File: config.mk
export PLATFORM = sky130hd
export DESIGN_NAME = fma16_postproc
export DESIGN_NICKNAME = d
export VERILOG_FILES = /design/src/rtl/fma16_postproc.sv
export SDC_FILE = /design/constraint.sdc
export NUM_CORES = 1
export LEC_CHECK = 0
export ABC_CLOCK_PERIOD_IN_PS = 12900
export CAP_MARGIN = 20
export CORE_MARGIN = 1.5
export CORE_UTILIZATION = 59
export DETAILED_ROUTE_END_ITERATION = 8
export PLACE_DENSITY = 0.95
export SLEW_MARGIN = 5
export SYNTH_ARGS = -nofsm -noshare
export SYNTH_HDL_FRONTEND = slang
export SYNTH_SLANG_ARGS = --single-unit
File: constraint.sdc
create_clock -name clk -period 12.9 [get_ports clk]
set_input_delay 2.58 -clock clk [delete_from_list [all_inputs] [get_ports clk]]
set_output_delay 2.58 -clock clk [all_outputs]
set_load 0.05 [all_outputs]
File: src/rtl/fma16_postproc.sv
// Normalize/round/pack stage for the fma16 adder: unrounded sum in, IEEE half result out.
// Define FMA16_NORM_FAST_EN to let NORM take 4-bit left shifts when the top nibble is empty.
module fma16_postproc #(
  parameter int unsigned NORM_CAP  = 40,
  parameter logic [15:0] CANON_NAN = 16'h7E00
) (
  input  logic        clk,
  input  logic        reset,
  input  logic        in_valid,
  output logic        in_ready,
  input  logic        Ss,
  input  logic [7:0]  Se,
  input  logic [33:0] Sm,
  input  logic        sticky_in,
  input  logic        in_nan,
  input  logic        in_inf,
  input  logic        in_invalid,
  input  logic [1:0]  roundmode,
  output logic        out_valid,
  input  logic        out_ready,
  output logic [15:0] result,
  output logic [3:0]  flags
);

  localparam int unsigned CntW = $clog2(NORM_CAP + 1);

  typedef enum logic [1:0] {StIdle, StNorm, StRound, StDone} state_e;

  state_e             state_q, state_d;
  logic               sign_q, sign_d;
  logic signed [9:0]  exp_q, exp_d;
  logic [33:0]        mant_q, mant_d;
  logic               sticky_q, sticky_d;
  logic               nv_q, nv_d;
  logic [1:0]         rm_q, rm_d;
  logic [CntW-1:0]    cnt_q, cnt_d;
  logic [15:0]        result_q, result_d;
  logic [3:0]         flags_q, flags_d;

  // Rounding datapath, only consumed in StRound.
  logic [9:0]         frac_m;
  logic               guard, sticky_all, inc, nx, tiny, ovf;
  logic [11:0]        mant_r;
  logic signed [9:0]  carry_ext, exp_fin;
  logic [15:0]        max_fin, inf_fin;

  always_comb begin
    frac_m     = mant_q[31:22];
    guard      = mant_q[21];
    sticky_all = (|mant_q[20:0]) | sticky_q;
    nx         = guard | sticky_all;
    unique case (rm_q)
      2'b00:   inc = 1'b0;
      2'b01:   inc = guard & (sticky_all | frac_m[0]);
      2'b10:   inc = sign_q & nx;
      default: inc = ~sign_q & nx;
    endcase
    mant_r    = {1'b0, mant_q[32], frac_m} + {11'b0, inc};
    carry_ext = {9'b0, mant_r[11]};
    // Subnormal that rounds up into the hidden bit lands on exponent field 1.
    exp_fin   = mant_q[32] ? (exp_q + carry_ext) : {9'b0, mant_r[10]};
    ovf       = exp_fin >= 10'sd31;
    tiny      = ~mant_q[32] & (mant_q != 34'b0);
    max_fin   = {sign_q, 15'h7BFF};
    inf_fin   = {sign_q, 15'h7C00};
  end

  always_comb begin
    state_d  = state_q;
    sign_d   = sign_q;
    exp_d    = exp_q;
    mant_d   = mant_q;
    sticky_d = sticky_q;
    nv_d     = nv_q;
    rm_d     = rm_q;
    cnt_d    = cnt_q;
    result_d = result_q;
    flags_d  = flags_q;

    unique case (state_q)
      StIdle: begin
        if (in_valid) begin
          sign_d   = Ss;
          exp_d    = {{2{Se[7]}}, Se};
          mant_d   = Sm;
          sticky_d = sticky_in;
          nv_d     = in_invalid;
          rm_d     = roundmode;
          cnt_d    = '0;
          if (in_nan) begin
            result_d = CANON_NAN;
            flags_d  = {in_invalid, 3'b000};
            state_d  = StDone;
          end else if (in_inf) begin
            result_d = {Ss, 5'h1F, 10'h000};
            flags_d  = {in_invalid, 3'b000};
            state_d  = StDone;
          end else begin
            state_d = StNorm;
          end
        end
      end
      StNorm: begin
        if (mant_q == 34'b0 || cnt_q == CntW'(NORM_CAP)) begin
          state_d = StRound;
        end else if (mant_q[33] || exp_q < 10'sd1) begin
          mant_d   = mant_q >> 1;
          exp_d    = exp_q + 10'sd1;
          sticky_d = sticky_q | mant_q[0];
          cnt_d    = cnt_q + CntW'(1);
        end else if (!mant_q[32] && exp_q > 10'sd1) begin
          cnt_d = cnt_q + CntW'(1);
`ifdef FMA16_NORM_FAST_EN
          if (mant_q[32:29] == 4'b0 && exp_q > 10'sd4) begin
            mant_d = mant_q << 4;
            exp_d  = exp_q - 10'sd4;
          end else begin
            mant_d = mant_q << 1;
            exp_d  = exp_q - 10'sd1;
          end
`else
          mant_d = mant_q << 1;
          exp_d  = exp_q - 10'sd1;
`endif
        end else begin
          state_d = StRound;
        end
      end
      StRound: begin
        state_d = StDone;
        if (mant_q == 34'b0) begin
          result_d = {sign_q, 15'h0000};
          flags_d  = {nv_q, 2'b00, sticky_q};
        end else if (ovf) begin
          unique case (rm_q)
            2'b00:   result_d = max_fin;
            2'b01:   result_d = inf_fin;
            2'b10:   result_d = sign_q ? inf_fin : max_fin;
            default: result_d = sign_q ? max_fin : inf_fin;
          endcase
          flags_d = {nv_q, 1'b1, 1'b0, 1'b1};
        end else begin
          result_d = {sign_q, exp_fin[4:0], mant_r[9:0]};
          flags_d  = {nv_q, 1'b0, tiny & nx, nx};
        end
      end
      default: begin
        if (out_ready) state_d = StIdle;
      end
    endcase
  end

  always_ff @(posedge clk or posedge reset) begin
    if (reset) begin
      state_q  <= StIdle;
      sign_q   <= 1'b0;
      exp_q    <= '0;
      mant_q   <= '0;
      sticky_q <= 1'b0;
      nv_q     <= 1'b0;
      rm_q     <= 2'b00;
      cnt_q    <= '0;
      result_q <= 16'h0000;
      flags_q  <= 4'h0;
    end else begin
      state_q  <= state_d;
      sign_q   <= sign_d;
      exp_q    <= exp_d;
      mant_q   <= mant_d;
      sticky_q <= sticky_d;
      nv_q     <= nv_d;
      rm_q     <= rm_d;
      cnt_q    <= cnt_d;
      result_q <= result_d;
      flags_q  <= flags_d;
    end
  end

  assign in_ready  = (state_q == StIdle);
  assign out_valid = (state_q == StDone);
  assign result    = result_q;
  assign flags     = flags_q;

endmodule
==> impl_metrics.py <==
metrics = {
    "timing": {
        "fin_crit_ns": 4.93,
        "timing.final.crit_share": 0.382,
        "fin_tns_setup_ns": 0,
        "fin_worst_skew_ns": 0.0159,
        "hold_viol": 0,
        "timing.fmax_mhz": 203,
        "setup_viol": 0,
        "rsz0062_at_grt": "no",
        "drv_slew": 0,
        "slew_headroom": 0.304,
        "worst_pin_slew_ns": 1.04,
    },
    "yosys": {
        "yosysWarningCount": 0,
        "synthArstFlopShare": 1.00,
        "syn_avg_cell_area_um2": 8.90,
        "yosysTopAreaCellShare": 0.388,
        "postSynth.topFlopCell": "dfrtp_1",
        "syn_area_um2": 4970,
        "yosysSeqAreaShare": 0.388,
        "syn_inst": 558,
        "yosysTopAreaCell": "dfrtp_1",
        "synth_most_common_cell": "dfrtp_1",
        "synth_edf_count": 0,
        "synth_fp_nets": 626,
        "synth_top_cells_by_count": "dfrtp_1 (77), nand2_1 (74), nor2_1 (43)",
        "ys_ff_latch": 77,
        "synth.distinct_cells": 61,
        "yosys-top-cells-area": "dfrtp_1 (39%), mux2i_1 (7.3%), nand2_1 (5.6%), o22a_1 (3.9%), ha_1 (3.8%)",
    },
    "critical_path": {
        "critPathLaunchType": "flop",
        "cp_slowest_stage_delay_ns": 0.50,
        "cp.required_ns": 13.10,
        "path_cells": "nor4_1, nand4_1, nor4_1, o22ai_1, ha_1, nand3_1, nor2_1, and2_1, nor3b_1, ha_1, ha_1, or4_4, a2111oi_4, a31oi_2, a31o_1, nand4_1, o311ai_0",
        "cp_max_fo": 10,
        "worstSetupPathType": "flop to flop",
        "arrival_ns": 5.13,
        "cp_slowest_cell": "nor4_1",
        "end_kind": "flop",
        "path_common_cell": "ha_1",
    },
    "grt": {
        "antenna_found_initial": 0,
        "grt_pass1_wl_um": 21200,
        "grt.total_usage": 0.300,
        "grt_pass1_vias": 4394,
        "grt_max_degree": 98,
        "busiest_layer": "met2",
        "grtUsageMet2": 0.507,
        "grt_use_met1": 0.394,
        "grt-ovfl-total": 0,
        "use_met3": 0.0507,
    },
    "clocking": {
        "root_buffer": "clkbuf_8",
        "ctsResizeCount": 0,
        "htreeDepth": 3,
        "hold_buffers": 0,
        "clock_sinks": 77,
        "cts_inserted_buffers": 9,
        "cts_tree": "done",
        "clk_pin_slew_ns": 0.09,
        "clkLatencyLatePin_ns": 0.36,
        "cts_buffer_depth": 2,
        "post_cts_buffers": 0,
    },
    "floorplanning": {
        "initial_core_util": 0.608,
        "fp-row-count": 33,
        "die_h_um": 94.8,
        "ios": 75,
        "die_w_um": 94.8,
        "dieArea_um2": 8980,
        "core-area_um2": 8180,
    },
    "run_status": {
        "status": "complete, no violations",
    },
    "placed_design": {
        "gp_congestion": 0.892,
        "io_buffers": 74,
        "hpwl_um": 8600,
    },
    "finish": {
        "area_growth_pct": 19.7,
        "nFillCells": 590,
        "n_antenna_cell": 0,
        "fin_nets": 673,
        "drive_gt1_frac": 0.0689,
    },
    "pwr": {
        "power_density_nw_per_um2": 271,
        "total_power_mw": 1.61,
        "leakage_nw": 2.38,
        "max-vdd-ir-drop_mv": 0.110,
    },
    "routing": {
        "drt-total-wl_um": 12800,
        "drtAntennaViolNets": 0,
        "wire_per_inst_um": 17.9,
        "routed_via_density": 6.59,
        "dr.pass1.iters": 6,
        "drc": 0,
        "vias": 4710,
        "drt_iter0_drc": 534,
    },
    "flow_run": {
        "cap_violations": 0,
    },
    "worst_hold_path": {
        "worstHoldPathType": "flop to flop",
    },
}
[cell families (layout without fill, tap and decap cells)]
logic type | Yosys count | after routing | share of synthesized area
adder cells (fa/ha/maj) | 15 | 15 | 0.0378
buffers and inverters | 60 | 112 | 0.0511
AND/OR/NAND/NOR | 193 | 193 | 0.186
AO/OA/AOI/OAI | 160 | 160 | 0.232
flip-flops | 77 | 77 | 0.388
XOR/XNOR | 11 | 11 | 0.0194
multiplexers | 42 | 42 | 0.0861
[critical path, delay by kind of cell, from the launching register on]
kind	cells	cell delay (ns)
and+or+nand+nor	9	2.44
AOI/OAI and AO/OA	5	1.18
DFF	1	0.43
adders and majority gates	3	0.72
[final timing paths]
kind                                    to  cells past startpoint      start  slack, ns
worst max register to register   result[9]                     17  mant_q[5]       7.97
min in group asynchronous       mant_q[15]                      3      reset       2.84
max in group asynchronous       result[10]                      3      reset       9.43
worst min register to register    flags[1]                      2   flags[1]       0.49
worst max-delay path             result[9]                     17  mant_q[5]       7.97
worst min-delay path              flags[1]                      2   flags[1]       0.49
[registers in the layout, indices dropped and copies added, names as in the netlist]
name and flops:
mant_q 34, nv_q 1, flags 4, result 16, cnt_q 6, sticky_q 1, state_q 2, sign_q 1
rm_q 2, exp_q 10
[routing by layer]
layer / vias up / wire (µm)
li1: 2164 / -
met1: 2275 / 5140
met2: 249 / 6470
met3: 22 / 930
met4: 0 / 221
met5: - / 0
[stage by stage]
| stage | setup WS [ns] | util | std cells | hold WS (ns) | cell area, µm² |
|---|---|---|---|---|---|
| after detailed placement | 7.82 | 0.699 | 699 | 0.473 | 5720 |
| after global routing | 7.64 | 0.728 | 715 | 0.546 | 5950 |
| after CTS | 8.01 | 0.728 | 715 | 0.492 | 5950 |
| after floorplan | 8.35 | - | 558 | 0.479 | 4970 |
| final | 7.97 | 0.728 | 715 | 0.487 | 5950 |
| after global placement | 7.94 | 0.699 | 699 | 0.466 | 5720 |
[layout by cell type (no fill, tap or decap), types with 4 or more instances in the layout]
cell and instances:
buf_4 6, nor4_1 9, o311ai_0 4, mux2i_1 36, nand2_1 74, clkdlybuf4s50_1 74, inv_1 15, a31oi_1 26
mux2_2 6, ha_1 14, clkbuf_8 9, a21oi_1 29, nor2b_1 5, nor3b_1 5, o22ai_1 7, o211ai_1 17
nor3_1 6, a2bb2oi_1 6, or3_1 4, o311ai_1 4, nor2_1 43, nand4_1 12, xor2_1 4, xnor2_1 7
o21ai_0 14, nand3_1 17, dfrtp_1 77, o22a_1 22
[report_power, final]
| group | leakage (nW) | internal [mW] | switching, mW | total, mW |
|---|---|---|---|---|
| clock | 0.116 | 0.112 | 0.0988 | 0.211 |
| sequential | 0.911 | 0.351 | 0.154 | 0.505 |
| combinational | 1.35 | 0.363 | 0.533 | 0.896 |
| total | 2.38 | 0.826 | 0.785 | 1.61 |
[final cells by class]
cell class | instances | area [µm²] | share of cell area
clock buffers | 9 | 124 | 0.0208
clock inverters | 7 | 106 | 0.0179
inverters | 16 | 60.1 | 0.0101
multi-input cells | 421 | 2810 | 0.473
flip-flops and latches | 77 | 1930 | 0.324
well taps | 105 | 131 | 0.0221
repair buffers | 80 | 786 | 0.132
(Power assumes the default switching activity.)
